--- src/rtl/flash_loader_pkg.sv ---
// Shared types and constants for the boot-time flash-to-RAM copier.
// The ramio write_type encodings are common to ramio, the core and this loader.
package flash_loader_pkg;

    typedef enum logic [2:0] {
        ST_WAIT     = 3'd0,
        ST_CMD      = 3'd1,
        ST_READ     = 3'd2,
        ST_RAM_REQ  = 3'd3,
        ST_RAM_WAIT = 3'd4,
        ST_DONE     = 3'd5
    } state_e;

    localparam logic [7:0] FLASH_CMD_READ = 8'h03;

    localparam logic [1:0] WT_NONE = 2'd0;
    localparam logic [1:0] WT_BYTE = 2'd1;
    localparam logic [1:0] WT_HALF = 2'd2;
    localparam logic [1:0] WT_WORD = 2'd3;

    localparam int SPI_MAX_BITS = 32;

    // Little-endian lane insert: byte idx lands in bits [8*idx+7:8*idx].
    function automatic logic [31:0] put_byte(input logic [31:0] word,
                                             input logic [1:0]  idx,
                                             input logic [7:0]  b);
        logic [31:0] r;
        r = word;
        r[{idx, 3'b000} +: 8] = b;
        return r;
    endfunction

endpackage

--- src/rtl/flash_spi_shifter.sv ---
// SPI mode-0 shifter: 2 clk per bit, MSB first, variable length up to Width bits.
// tx_data is MSB-aligned; ready marks the edge that samples the final bit.
module flash_spi_shifter
    import flash_loader_pkg::*;
#(
    parameter int Width   = SPI_MAX_BITS,
    parameter int RxWidth = 8
) (
    input  logic                       clk,
    input  logic                       rst,
    input  logic                       start,
    input  logic [$clog2(Width+1)-1:0] len,
    input  logic [Width-1:0]           tx_data,
    input  logic                       miso,
    output logic                       sclk,
    output logic                       mosi,
    output logic                       ready,
    output logic [RxWidth-1:0]         rx_data
);

    localparam int CntW = $clog2(Width + 1);

    logic               active_q, active_d;
    logic               phase_q, phase_d;
    logic               sclk_q, sclk_d;
    logic               mosi_q, mosi_d;
    logic [CntW-1:0]    cnt_q, cnt_d;
    logic [Width-1:0]   tx_q, tx_d;
    logic [RxWidth-1:0] rx_q, rx_d;
    logic               last_s;

    assign last_s  = active_q & phase_q & (cnt_q == CntW'(1));
    assign sclk    = sclk_q;
    assign mosi    = mosi_q;
    assign ready   = last_s;
    // Includes the bit being sampled this edge so the caller can capture on ready.
    assign rx_data = {rx_q[RxWidth-2:0], miso};

    // Bit sequencing: phase 0 presents mosi with sclk low, phase 1 raises sclk.
    always_comb begin
        active_d = active_q;
        phase_d  = phase_q;
        sclk_d   = sclk_q;
        mosi_d   = mosi_q;
        cnt_d    = cnt_q;
        tx_d     = tx_q;
        rx_d     = rx_q;
        if (start) begin
            active_d = 1'b1;
            phase_d  = 1'b0;
            sclk_d   = 1'b0;
            cnt_d    = len;
            mosi_d   = tx_data[Width-1];
            tx_d     = {tx_data[Width-2:0], 1'b0};
            rx_d     = {RxWidth{1'b0}};
        end else if (active_q && !phase_q) begin
            phase_d = 1'b1;
            sclk_d  = 1'b1;
        end else if (active_q) begin
            phase_d = 1'b0;
            sclk_d  = 1'b0;
            cnt_d   = cnt_q - CntW'(1);
            rx_d    = {rx_q[RxWidth-2:0], miso};
            if (last_s) begin
                active_d = 1'b0;
                mosi_d   = 1'b0;
            end else begin
                mosi_d = tx_q[Width-1];
                tx_d   = {tx_q[Width-2:0], 1'b0};
            end
        end else begin
            sclk_d = 1'b0;
            mosi_d = 1'b0;
        end
    end

    // Shifter state registers.
    always_ff @(posedge clk or posedge rst) begin
        if (rst) begin
            active_q <= 1'b0;
            phase_q  <= 1'b0;
            sclk_q   <= 1'b0;
            mosi_q   <= 1'b0;
            cnt_q    <= {CntW{1'b0}};
            tx_q     <= {Width{1'b0}};
            rx_q     <= {RxWidth{1'b0}};
        end else begin
            active_q <= active_d;
            phase_q  <= phase_d;
            sclk_q   <= sclk_d;
            mosi_q   <= mosi_d;
            cnt_q    <= cnt_d;
            tx_q     <= tx_d;
            rx_q     <= rx_d;
        end
    end

endmodule

--- src/rtl/flash_loader.sv ---
// Boot copier: reads an image from SPI flash (READ 0x03) and writes it to RAM
// as little-endian 32-bit words through ramio, then holds done high.
module flash_loader
    import flash_loader_pkg::*;
#(
    parameter int unsigned StartupWaitCycles  = 1_000_000,
    parameter int unsigned FlashTransferBytes = 4096,
    parameter logic [23:0] FlashStartAddress  = 24'h00_0000,
    parameter logic [31:0] RamStartAddress    = 32'h0000_0000
) (
    input  logic        clk,
    input  logic        rst,
    output logic        done,
    output logic        ramio_enable,
    output logic [1:0]  ramio_write_type,
    output logic [31:0] ramio_address,
    output logic [31:0] ramio_data_in,
    input  logic        ramio_busy,
    output logic        flash_clk,
    input  logic        flash_miso,
    output logic        flash_mosi,
    output logic        flash_cs
);

    localparam int ByteCntW = (FlashTransferBytes > 0) ? $clog2(FlashTransferBytes + 1) : 1;

    state_e              state_q, state_d;
    logic [31:0]         wait_cnt_q, wait_cnt_d;
    logic [ByteCntW-1:0] bytes_left_q, bytes_left_d;
    logic [1:0]          byte_idx_q, byte_idx_d;
    logic                done_q, done_d;
    logic                en_q, en_d;
    logic [1:0]          wt_q, wt_d;
    logic [31:0]         addr_q, addr_d;
    logic [31:0]         data_q, data_d;
    logic                cs_q, cs_d;

    logic                spi_start_s;
    logic [5:0]          spi_len_s;
    logic [31:0]         spi_tx_s;
    logic                spi_ready_s;
    logic [7:0]          spi_rx_s;

    flash_spi_shifter #(
        .Width   (SPI_MAX_BITS),
        .RxWidth (8)
    ) u_spi (
        .clk     (clk),
        .rst     (rst),
        .start   (spi_start_s),
        .len     (spi_len_s),
        .tx_data (spi_tx_s),
        .miso    (flash_miso),
        .sclk    (flash_clk),
        .mosi    (flash_mosi),
        .ready   (spi_ready_s),
        .rx_data (spi_rx_s)
    );

    assign done             = done_q;
    assign ramio_enable     = en_q;
    assign ramio_write_type = wt_q;
    assign ramio_address    = addr_q;
    assign ramio_data_in    = data_q;
    assign flash_cs         = cs_q;

    // Next-state logic; the next SPI transfer starts on the edge that finishes the previous one.
    always_comb begin
        state_d      = state_q;
        wait_cnt_d   = wait_cnt_q;
        bytes_left_d = bytes_left_q;
        byte_idx_d   = byte_idx_q;
        done_d       = done_q;
        en_d         = 1'b0;
        wt_d         = wt_q;
        addr_d       = addr_q;
        data_d       = data_q;
        cs_d         = cs_q;
        spi_start_s  = 1'b0;
        spi_len_s    = 6'd8;
        spi_tx_s     = 32'h0000_0000;
        case (state_q)
            ST_WAIT: begin
                if (wait_cnt_q == StartupWaitCycles) begin
                    if (FlashTransferBytes == 32'd0) begin
                        state_d = ST_DONE;
                        done_d  = 1'b1;
                    end else begin
                        state_d      = ST_CMD;
                        cs_d         = 1'b0;
                        addr_d       = RamStartAddress;
                        bytes_left_d = ByteCntW'(FlashTransferBytes);
                        spi_start_s  = 1'b1;
                        spi_len_s    = 6'd32;
                        spi_tx_s     = {FLASH_CMD_READ, FlashStartAddress};
                    end
                end else begin
                    wait_cnt_d = wait_cnt_q + 32'd1;
                end
            end
            ST_CMD: begin
                if (spi_ready_s) begin
                    state_d     = ST_READ;
                    spi_start_s = 1'b1;
                    data_d      = 32'h0000_0000;
                    byte_idx_d  = 2'd0;
                end else begin
                    state_d = ST_CMD;
                end
            end
            ST_READ: begin
                if (spi_ready_s) begin
                    data_d       = put_byte(data_q, byte_idx_q, spi_rx_s);
                    bytes_left_d = bytes_left_q - ByteCntW'(1);
                    if ((byte_idx_q == 2'd3) || (bytes_left_q == ByteCntW'(1))) begin
                        state_d = ST_RAM_REQ;
                        wt_d    = WT_WORD;
                    end else begin
                        byte_idx_d  = byte_idx_q + 2'd1;
                        spi_start_s = 1'b1;
                    end
                end else begin
                    state_d = ST_READ;
                end
            end
            ST_RAM_REQ: begin
                if (!ramio_busy) begin
                    en_d    = 1'b1;
                    state_d = ST_RAM_WAIT;
                end else begin
                    state_d = ST_RAM_REQ;
                end
            end
            ST_RAM_WAIT: begin
                wt_d = WT_NONE;
                if (!ramio_busy) begin
                    addr_d = addr_q + 32'd4;
                    if (bytes_left_q != {ByteCntW{1'b0}}) begin
                        state_d     = ST_READ;
                        spi_start_s = 1'b1;
                        data_d      = 32'h0000_0000;
                        byte_idx_d  = 2'd0;
                    end else begin
                        state_d = ST_DONE;
                        cs_d    = 1'b1;
                        done_d  = 1'b1;
                    end
                end else begin
                    state_d = ST_RAM_WAIT;
                end
            end
            ST_DONE: begin
                done_d = 1'b1;
                cs_d   = 1'b1;
            end
            default: begin
                state_d = ST_WAIT;
            end
        endcase
    end

    // Loader FSM and its registered outputs.
    always_ff @(posedge clk or posedge rst) begin
        if (rst) begin
            state_q      <= ST_WAIT;
            wait_cnt_q   <= 32'd0;
            bytes_left_q <= {ByteCntW{1'b0}};
            byte_idx_q   <= 2'd0;
            done_q       <= 1'b0;
            en_q         <= 1'b0;
            wt_q         <= WT_NONE;
            addr_q       <= 32'h0000_0000;
            data_q       <= 32'h0000_0000;
            cs_q         <= 1'b1;
        end else begin
            state_q      <= state_d;
            wait_cnt_q   <= wait_cnt_d;
            bytes_left_q <= bytes_left_d;
            byte_idx_q   <= byte_idx_d;
            done_q       <= done_d;
            en_q         <= en_d;
            wt_q         <= wt_d;
            addr_q       <= addr_d;
            data_q       <= data_d;
            cs_q         <= cs_d;
        end
    end

endmodule
--- config.mk ---
export PLATFORM = sky130hd
export DESIGN_NAME = flash_loader
export DESIGN_NICKNAME = d
export VERILOG_FILES = /design/src/rtl/flash_loader_pkg.sv /design/src/rtl/flash_spi_shifter.sv /design/src/rtl/flash_loader.sv
export SDC_FILE = /design/constraint.sdc
export NUM_CORES = 1
export LEC_CHECK = 0
export BUFFER_PORTS_ARGS = -buffer_cell sky130_fd_sc_hd__clkbuf_2
export CAP_MARGIN = 30
export CORE_MARGIN = 1
export CORE_UTILIZATION = 53
export DETAILED_ROUTE_END_ITERATION = 8
export PLACE_DENSITY_LB_ADDON = 0.05
export SYNTH_ARGS = -nofsm -noshare
export SYNTH_HDL_FRONTEND = slang
export SYNTH_SLANG_ARGS = --single-unit
--- constraint.sdc ---
create_clock -name clk -period 4.8 [get_ports clk]
set_input_delay 0.96 -clock clk [delete_from_list [all_inputs] [get_ports clk]]
set_output_delay 0.96 -clock clk [all_outputs]
set_load 0.005 [all_outputs]
; Yosys cells after proc, flatten, opt, wreduce, memory -nomap -nowiden
; Cells that the tools add are included.
[word_totals]
regBits = 168
in_bits = 4
out_inout_bits = 71
[op_classes]
addsub = 6
eq_ne = 20
shifts = 2
n_mux = 70
bitwise = 4
reduce_logical = 24
[op_table]
columns = op, n
row1 = 32-bit 2-to-1 mux, 10
row2 = 32-bit one-hot mux with 3 select lines, 1
row3 = 32-bit one-hot mux with 2 select lines, 1
row4 = 26-bit 2-to-1 mux, 2
row5 = "32-bit by 1-bit adder with 32-bit output, second input constant", 1
row6 = "32-bit by 3-bit adder with 32-bit output, second input constant", 1
row7 = 32-bit bitwise mux, 1
row8 = "32-bit by 20-bit == test with 1-bit output, second input constant", 1
row9 = "8-bit by 7-bit variable shift with 32-bit output, first input constant", 1
row10 = 8-bit by 7-bit variable part select with 32-bit output, 1
row11 = 6-bit 2-to-1 mux, 5
row12 = 13-bit 2-to-1 mux, 2
row13 = 13-bit one-hot mux with 2 select lines, 1
row14 = 1-bit 2-to-1 mux, 24
row15 = 7-bit 2-to-1 mux, 3
row16 = "2-bit != test, second input constant", 10
row17 = 3-bit 2-to-1 mux, 6
row18 = 3-bit one-hot mux with 6 select lines, 1
row19 = 3-bit AND reduction, 6
row20 = 2-bit 2-to-1 mux, 8
row21 = "13-bit by 1-bit == test with 1-bit output, second input constant", 1
row22 = 13-bit nonzero test, 1
row23 = "13-bit by 1-bit subtractor with 13-bit output, second input constant", 1
row24 = 2-bit nonzero test, 5
row25 = 25 further kinds, 32

; Longest topological paths before layout
; Gate-level depths: netlist of run 1.
[depth]
ltp_word = 7
depth_mapped = 8

; Cells and area by module
; A second synthesis of run 1 with hierarchy kept.
[unflattened]
cells_unflattened = 838
hier_area_um2 = 8365.5
[by_module_without_submodules]
columns = module, n_inst, cells_per_inst, area_per_inst_um2
row1 = flash_loader, 1, 531, 5611.6
row2 = flash_spi_shifter, 1, 307, 2753.9

; Worst setup path before layout of run 1
; Ideal clock, no wire load.
[synth_timing]
kind = input to register
start = in ramio_busy
end = reg addr_q[22] (netlist: ramio_address[22])
setup_time_ps = 132
t_arrival_ps = 2533
t_required_ps = 4668
setup_slack_ps = 2135
stages = 6
path_cell_list = or4b_2 > clkbuf_1 > nor4_1 > nand4_1 > xor2_1 > nor2_1
[synth_via]
elab_chain_cells = 2
[synth_rtl]
columns = element, line
row1 = from (decl), flash_loader.sv:18  ; input logic ramio_busy,
row2 = 2-bit != test (no line), n/a
row3 = 3-bit AND reduction (no line), n/a
row4 = to (signal assigned), flash_loader.sv:183  ; addr_q <= addr_d;
row5 = to (decl), flash_loader.sv:34  ; logic [31:0] addr_q, addr_d;
; No other way between the ends.
; A chain may end at the register's enable or synchronous reset.

; Worst setup path in the final report of run 1
[layout_timing]
start = reg u_spi.cnt_q[1]
end = reg data_q[0] (netlist: ramio_data_in[0])
[layout_via]
elab_chain_cells = 4
word_cells_on_any_way = 5
classes_between = 3 x eq/ne / 1 x bitwise / 1 x reduce/logical
[layout_rtl]
columns = element, line
row1 = from (decl), flash_spi_shifter.sv:27  ; logic [CntW-1:0] cnt_q, cnt_d;
row2 = from (signal assigned), flash_spi_shifter.sv:84  ; cnt_q <= {CntW{1'b0}};
row3 = from (signal assigned), flash_spi_shifter.sv:92  ; cnt_q <= cnt_d;
row4 = 6-bit by 1-bit == test with 1-bit output *, flash_spi_shifter.sv:32  ; assign last_s = active_q & phase_q & (cnt_q == CntW'(1));
row5 = 1-bit AND *, flash_spi_shifter.sv:32
row6 = 2-bit != test (no line), n/a
row7 = 5-bit AND reduction (no line) *, n/a
row8 = to (signal assigned), flash_loader.sv:184  ; data_q <= data_d;
row9 = to (decl), flash_loader.sv:35  ; logic [31:0] data_q, data_d;
; Mark *: on every way between the ends. The rest lies on a longest branch, timed or not.

==> results of run 1 <==
-- cell families after synthesis --
logic type,count (synthesis),share of synthesized area (%)
and+or+nand+nor,312,23.2
DFF,140,50.5
buffers and inverters,72,4.18
xor gates and xnor gates,70,8.84
AOI/OAI and AO/OA,59,5.30
muxes,40,5.77
adders and majority gates,12,2.16
other,1,0.0541
-- worst max-delay path, cell delays in order, from the launching register on --
cell and delay, ps:
dfrtp_1 400, inv_1 100, ha_1 150, nor3b_1 680, nand2_1 360, nor2_1 430
a21oi_2 270, mux2i_1 190
-- metrics by stage --
stage,total power [mW],cell area (um^2)
floorplan,1.29,6940
global placement,1.31,7440
detailed placement,1.32,7480
CTS,2.61,8060
global route,2.67,8060
finish,2.58,8060
-- flip-flops by register name, indices dropped and copies added (netlist names), 2 cells and up --
name / count
byte_idx_q: 2
bytes_left_q: 13
ramio_address: 30
ramio_data_in: 32
state_q: 3
u_spi.cnt_q: 6
u_spi.rx_q: 7
u_spi.tx_q: 7
wait_cnt_q: 32
-- final timing paths --
path,start,to,cells after the start
min,done,done,1
max in group asynchronous,rst,bytes_left_q[7],4
max reg2reg,u_spi.cnt_q[1],ramio_data_in[0],7
max,u_spi.cnt_q[1],ramio_data_in[0],7
min reg2reg,done,done,1
min in group asynchronous,rst,ramio_address[12],2
-- layout by cell type (no fill, tap or decap), types with 22 or more instances in the layout --
cell type    n
xnor2_1     33
dfrtp_1    139
nand2_1     94
mux2i_1     40
nor2_1      62
nor3_1      25
clkbuf_2    72
nand4_1     22
inv_1       46
xor2_1      37
-- cell type report --
| cell class | instances | area [um^2] |
|---|---|---|
| sequential | 140 | 3500 |
| clock buffer | 18 | 439 |
| timing repair buffer | 78 | 423 |
| tap | 172 | 215 |
| inverter | 47 | 181 |
| fill | 1094 | 4610 |
| multi-input combinational | 495 | 3150 |
| clock inverter | 14 | 146 |
-- power by group --
part / internal (mW) / leakage, nW / total, mW / switching [mW]
logic: 0.0270 / 2.18 / 0.0804 / 0.0534
clock network: 0.776 / 0.270 / 1.29 / 0.515
registers: 1.20 / 1.74 / 1.21 / 0.0171
-- metal layers --
layer	global-route usage (%)	vias up	part of all wire, %
li1	-	2568	-
met1	29.3	2595	45
met2	40.0	109	50
met3	5.55	20	3.4
met4	8.55	0	1.3
met5	0	-	0
==> results.yml, run 1 <==
pwr:
  total_leakage_power_nw: 4.19
  p_per_area_nw_per_um2: 321
  vdd_drop_max_v: 0.000174
clock_tree:
  hold_buffers: 0
  postCtsSetupBuffers: 0
  cts_resized: 0
  clk_path_buf_depth: 2
  clk_pin_slew_ps: 60
  cts.sinks: 140
  clkLatencyLatePin_ps: 430
  cts_tree: "yes"
  cts_buffers: 17
  root_buffer: "clkbuf_16"
  htreeDepth: 4
synth:
  synth_seq_cells: 140
  ys_seq_area_share_pct: 50.5
  synth_area_um2: 6940
  ys.flop_type: "dfrtp_1"
  synth.most_common_cell: "dfrtp_1"
  avgSynthCellArea_um2: 9.83
  synthDominantCellAreaShare_pct: 50.1
  synth_top_cell_by_area: "dfrtp_1"
  yosys-top-cells-count: "139 x dfrtp_1, 94 x nand2_1, 62 x nor2_1"
  synthTopCellsByArea: "dfrtp_1 50%, mux2i_1 5.8%, nand2_1 5.1%, xor2_1 4.7%, xnor2_1 4.2%"
  synth_edf_count: 0
  ys_warn_count: 0
  synth_cell_type_count: 50
  synth_cells: 706
  synthArstFlopShare_pct: 100
setup_path:
  cp.required_ps: 5080
  start_kind: "flop"
  reg2reg_slack_ps: 2060
  cp_max_fo: 8
  crit_arrival_ps: 3020
  critPathKind: "reg -> reg"
  cp-end-kind: "flop"
global_routing:
  grt_pass1_wl_mm: 24.5
  grtUsageTotal_pct: 23.6
  grt_pass1_vias: 5094
  antenna_found_initial: 0
  grt_overflow: 0
  grt_max_degree: 78
die:
  die_area_um2: 13500
  row_count: 41
  core_area_um2: 12700
  die_y_um: 116
  io_pins: 75
  die_x_um: 116
  start_util_pct: 54.7
cells_and_area:
  area_growth_pct: 16.2
  stdcell_count: 964
  drive_gt1_share_pct: 16.0
  num_antenna_cells: 0
  finish.utilization_pct: 63.6
  nets: 795
place:
  dp_cells: 932
  gp_congestion: 0.849
  dp_hpwl_mm: 10.2
  io_buffer_count: 72
  pre_cts_ws_ps: 1710
timing:
  final-setup-viol-count: 0
  worst_pin_slew_ps: 824
  setup_tns_ps: 0
  fin_crit_sh_pct: 57.0
  grt_setup_unrepaired: "false"
  maxSlewViolCount: 0
  setup_ws_ps: 2060
  hold_ws_ps: 466
  hold_viol: 0
  clock_skew_ps: 10.6
  fin_crit_ps: 2740
  clock.fmax_mhz: 365
  slew_headroom_pct: 45.0
route:
  ant_nets: 0
  dr.pass1.iters: 5
  routedWlPerCell_um: 15.3
  drc: 0
  num_vias: 5292
  wl_mm: 14.7
  via_per_inst: 5.49
  dr.first_iter.drc_count: 250
flow_run:
  drv_cap: 0
min_path:
  hold_class: "reg -> reg"
status:
  status: "complete, no violations"
(Power assumes the default switching activity.)
==> inputs of run 2 (changes only) <==
--- a/config.mk
+++ b/config.mk
@@ -8,7 +8,7 @@
 export BUFFER_PORTS_ARGS = -buffer_cell sky130_fd_sc_hd__clkbuf_2
 export CAP_MARGIN = 30
 export CORE_MARGIN = 1
-export CORE_UTILIZATION = 53
+export CORE_UTILIZATION = 59
 export DETAILED_ROUTE_END_ITERATION = 8
 export PLACE_DENSITY_LB_ADDON = 0.05
 export SYNTH_ARGS = -nofsm -noshare
==> constraint.sdc (replaced) <==
create_clock -name clk -period 2.7 [get_ports clk]
set_input_delay 0.54 -clock clk [delete_from_list [all_inputs] [get_ports clk]]
set_output_delay 0.54 -clock clk [all_outputs]
set_load 0.005 [all_outputs]
==> results.yml, run 2 (same netlist as run 1, synthesis figures left out) <==
cells_and_area:
  layout_common_cells: "139 x dfrtp_1, 94 x nand2_1, 72 x clkbuf_2"
  multi_input_area_um2: 3150
  final_common_cell: "dfrtp_1"
  stdcell_count: 954
  nets: 814
  fillCellCount: 877
  num_antenna_cells: 0
  area_growth_pct: 17.8
  drive_gt1_share_pct: 17.5
  register_area_um2: 3500
  design_area_um2: 8170
place:
  io_buffer_count: 72
  dp_hpwl_mm: 10.5
  dp_cells: 922
  dpl_cell_area_um2: 7590
  gp_congestion: 0.869
  pre_cts_ws_ps: 187
timing:
  worst_pin_slew_ps: 632
  setup_tns_ps: 0
  hold_ws_ps: 219
  clock_skew_ps: 9.83
  fin_crit_ps: 2480
  fin_crit_sh_pct: 91.9
  maxSlewViolCount: 0
  hold_viol: 0
  clock.fmax_mhz: 403
  setup_ws_ps: 220
  slew_headroom_pct: 57.5
  final-setup-viol-count: 0
  grt_setup_unrepaired: "false"
flow_run:
  drv_cap: 0
clock_tree:
  root_buffer: "clkbuf_16"
  cts.sinks: 140
  hold_buffers: 0
  htreeDepth: 4
  cts_resized: 0
  clk_pin_slew_ps: 50
  postCtsSetupBuffers: 0
  cts_tree: "yes"
  clk_path_buf_depth: 2
  clkLatencyLatePin_ps: 420
  cts_buffers: 17
setup_path:
  cp-end-kind: "flop"
  worstReg2RegStart: "state_q[2]"
  timing.rr.end: "wait_cnt_q[30]"
  cp_max_fo: 6
  start_kind: "flop"
  r2r.worst_path.cells: 5
  critPathKind: "reg -> reg"
  reg2reg_slack_ps: 220
  crit_arrival_ps: 2780
  cp.required_ps: 3000
route:
  dr.pass1.iters: 4
  ant_nets: 0
  via_per_inst: 5.66
  num_vias: 5397
  routedWlPerCell_um: 15.8
  dr.first_iter.drc_count: 351
  wl_mm: 15.1
  drc: 0
global_routing:
  grt_pass1_vias: 5357
  busiest_layer: "met2"
  grtUsageTotal_pct: 26.4
  grtUsageMet2_pct: 42.5
  met3_usage_pct: 4.72
  grt_pass1_wl_mm: 25.8
  grt_max_degree: 67
  gr-usage-met1_pct: 35.0
  grt_overflow: 0
  antenna_found_initial: 0
die:
  die_x_um: 110
  row_count: 39
  start_util_pct: 60.7
  die_area_um2: 12200
  die_y_um: 110
  io_pins: 75
  core_area_um2: 11400
pwr:
  vdd_drop_max_v: 0.000473
  total_leakage_power_nw: 4.30
  p_per_area_nw_per_um2: 561
min_path:
  hold_class: "in -> async"
status:
  status: "complete, no violations"
==> run 2: changes by cell type in the layout (fill, tap and decap cells not counted), moves of 2 or more <==
cell	change
buf_4	+19
clkinvlp_4	-5
clkbuf_1	+4
clkbuf_8	+3
buf_12	+2
inv_6	-2
==> run 2: worst max-delay path, cell delays in order, from the launching register on <==
cell and delay [ps]:
dfrtp_1 370, or3_1 480, or4_1 650, nor3_2 500, nand4_1 180, xnor2_1 170
==> run 2: cell type report <==
| class | count | share of cell area [%] |
|---|---|---|
| clock buffer | 25 | 6.06 |
| clock inverter | 7 | 1.09 |
| multi-input combinational | 495 | 38.6 |
| inverter | 47 | 2.20 |
| sequential | 140 | 42.9 |
| timing repair buffer | 97 | 7.01 |
| tap | 143 | 2.19 |
==> run 2: worst max path at each step <==
stage,from,slack (ps),endpoint
finish,state_q[2],220,wait_cnt_q[30]
global route,bytes_left_q[1],100,ramio_data_in[9]
CTS,state_q[2],270,wait_cnt_q[30]
detailed placement,ramio_busy,190,ramio_address[31]
global placement,ramio_busy,250,ramio_address[31]
floorplan,state_q[2],330,wait_cnt_q[18]
==> run 2: through the flow <==
stage / utilization, % / power (mW)
6_report: 71.6 / 4.58
5_1_grt: 71.6 / 4.73
4_1_cts: 71.6 / 4.62
3_5_place_dp: 66.5 / 2.34
3_3_place_gp: 66.5 / 2.33
2_1_floorplan: - / 2.29
==> run 2: report_power, final <==
group / leakage, nW / internal, mW / total [mW] / switching [mW]
clock: 0.291 / 1.45 / 2.28 / 0.828
sequential: 1.74 / 2.13 / 2.16 / 0.0316
combinational: 2.27 / 0.0501 / 0.145 / 0.0948
==> run 2: layer usage <==
layer,vias to the layer above,wire [um]
li1,2595,-
met1,2661,6760
met2,114,7440
met3,27,535
met4,0,344
met5,-,0
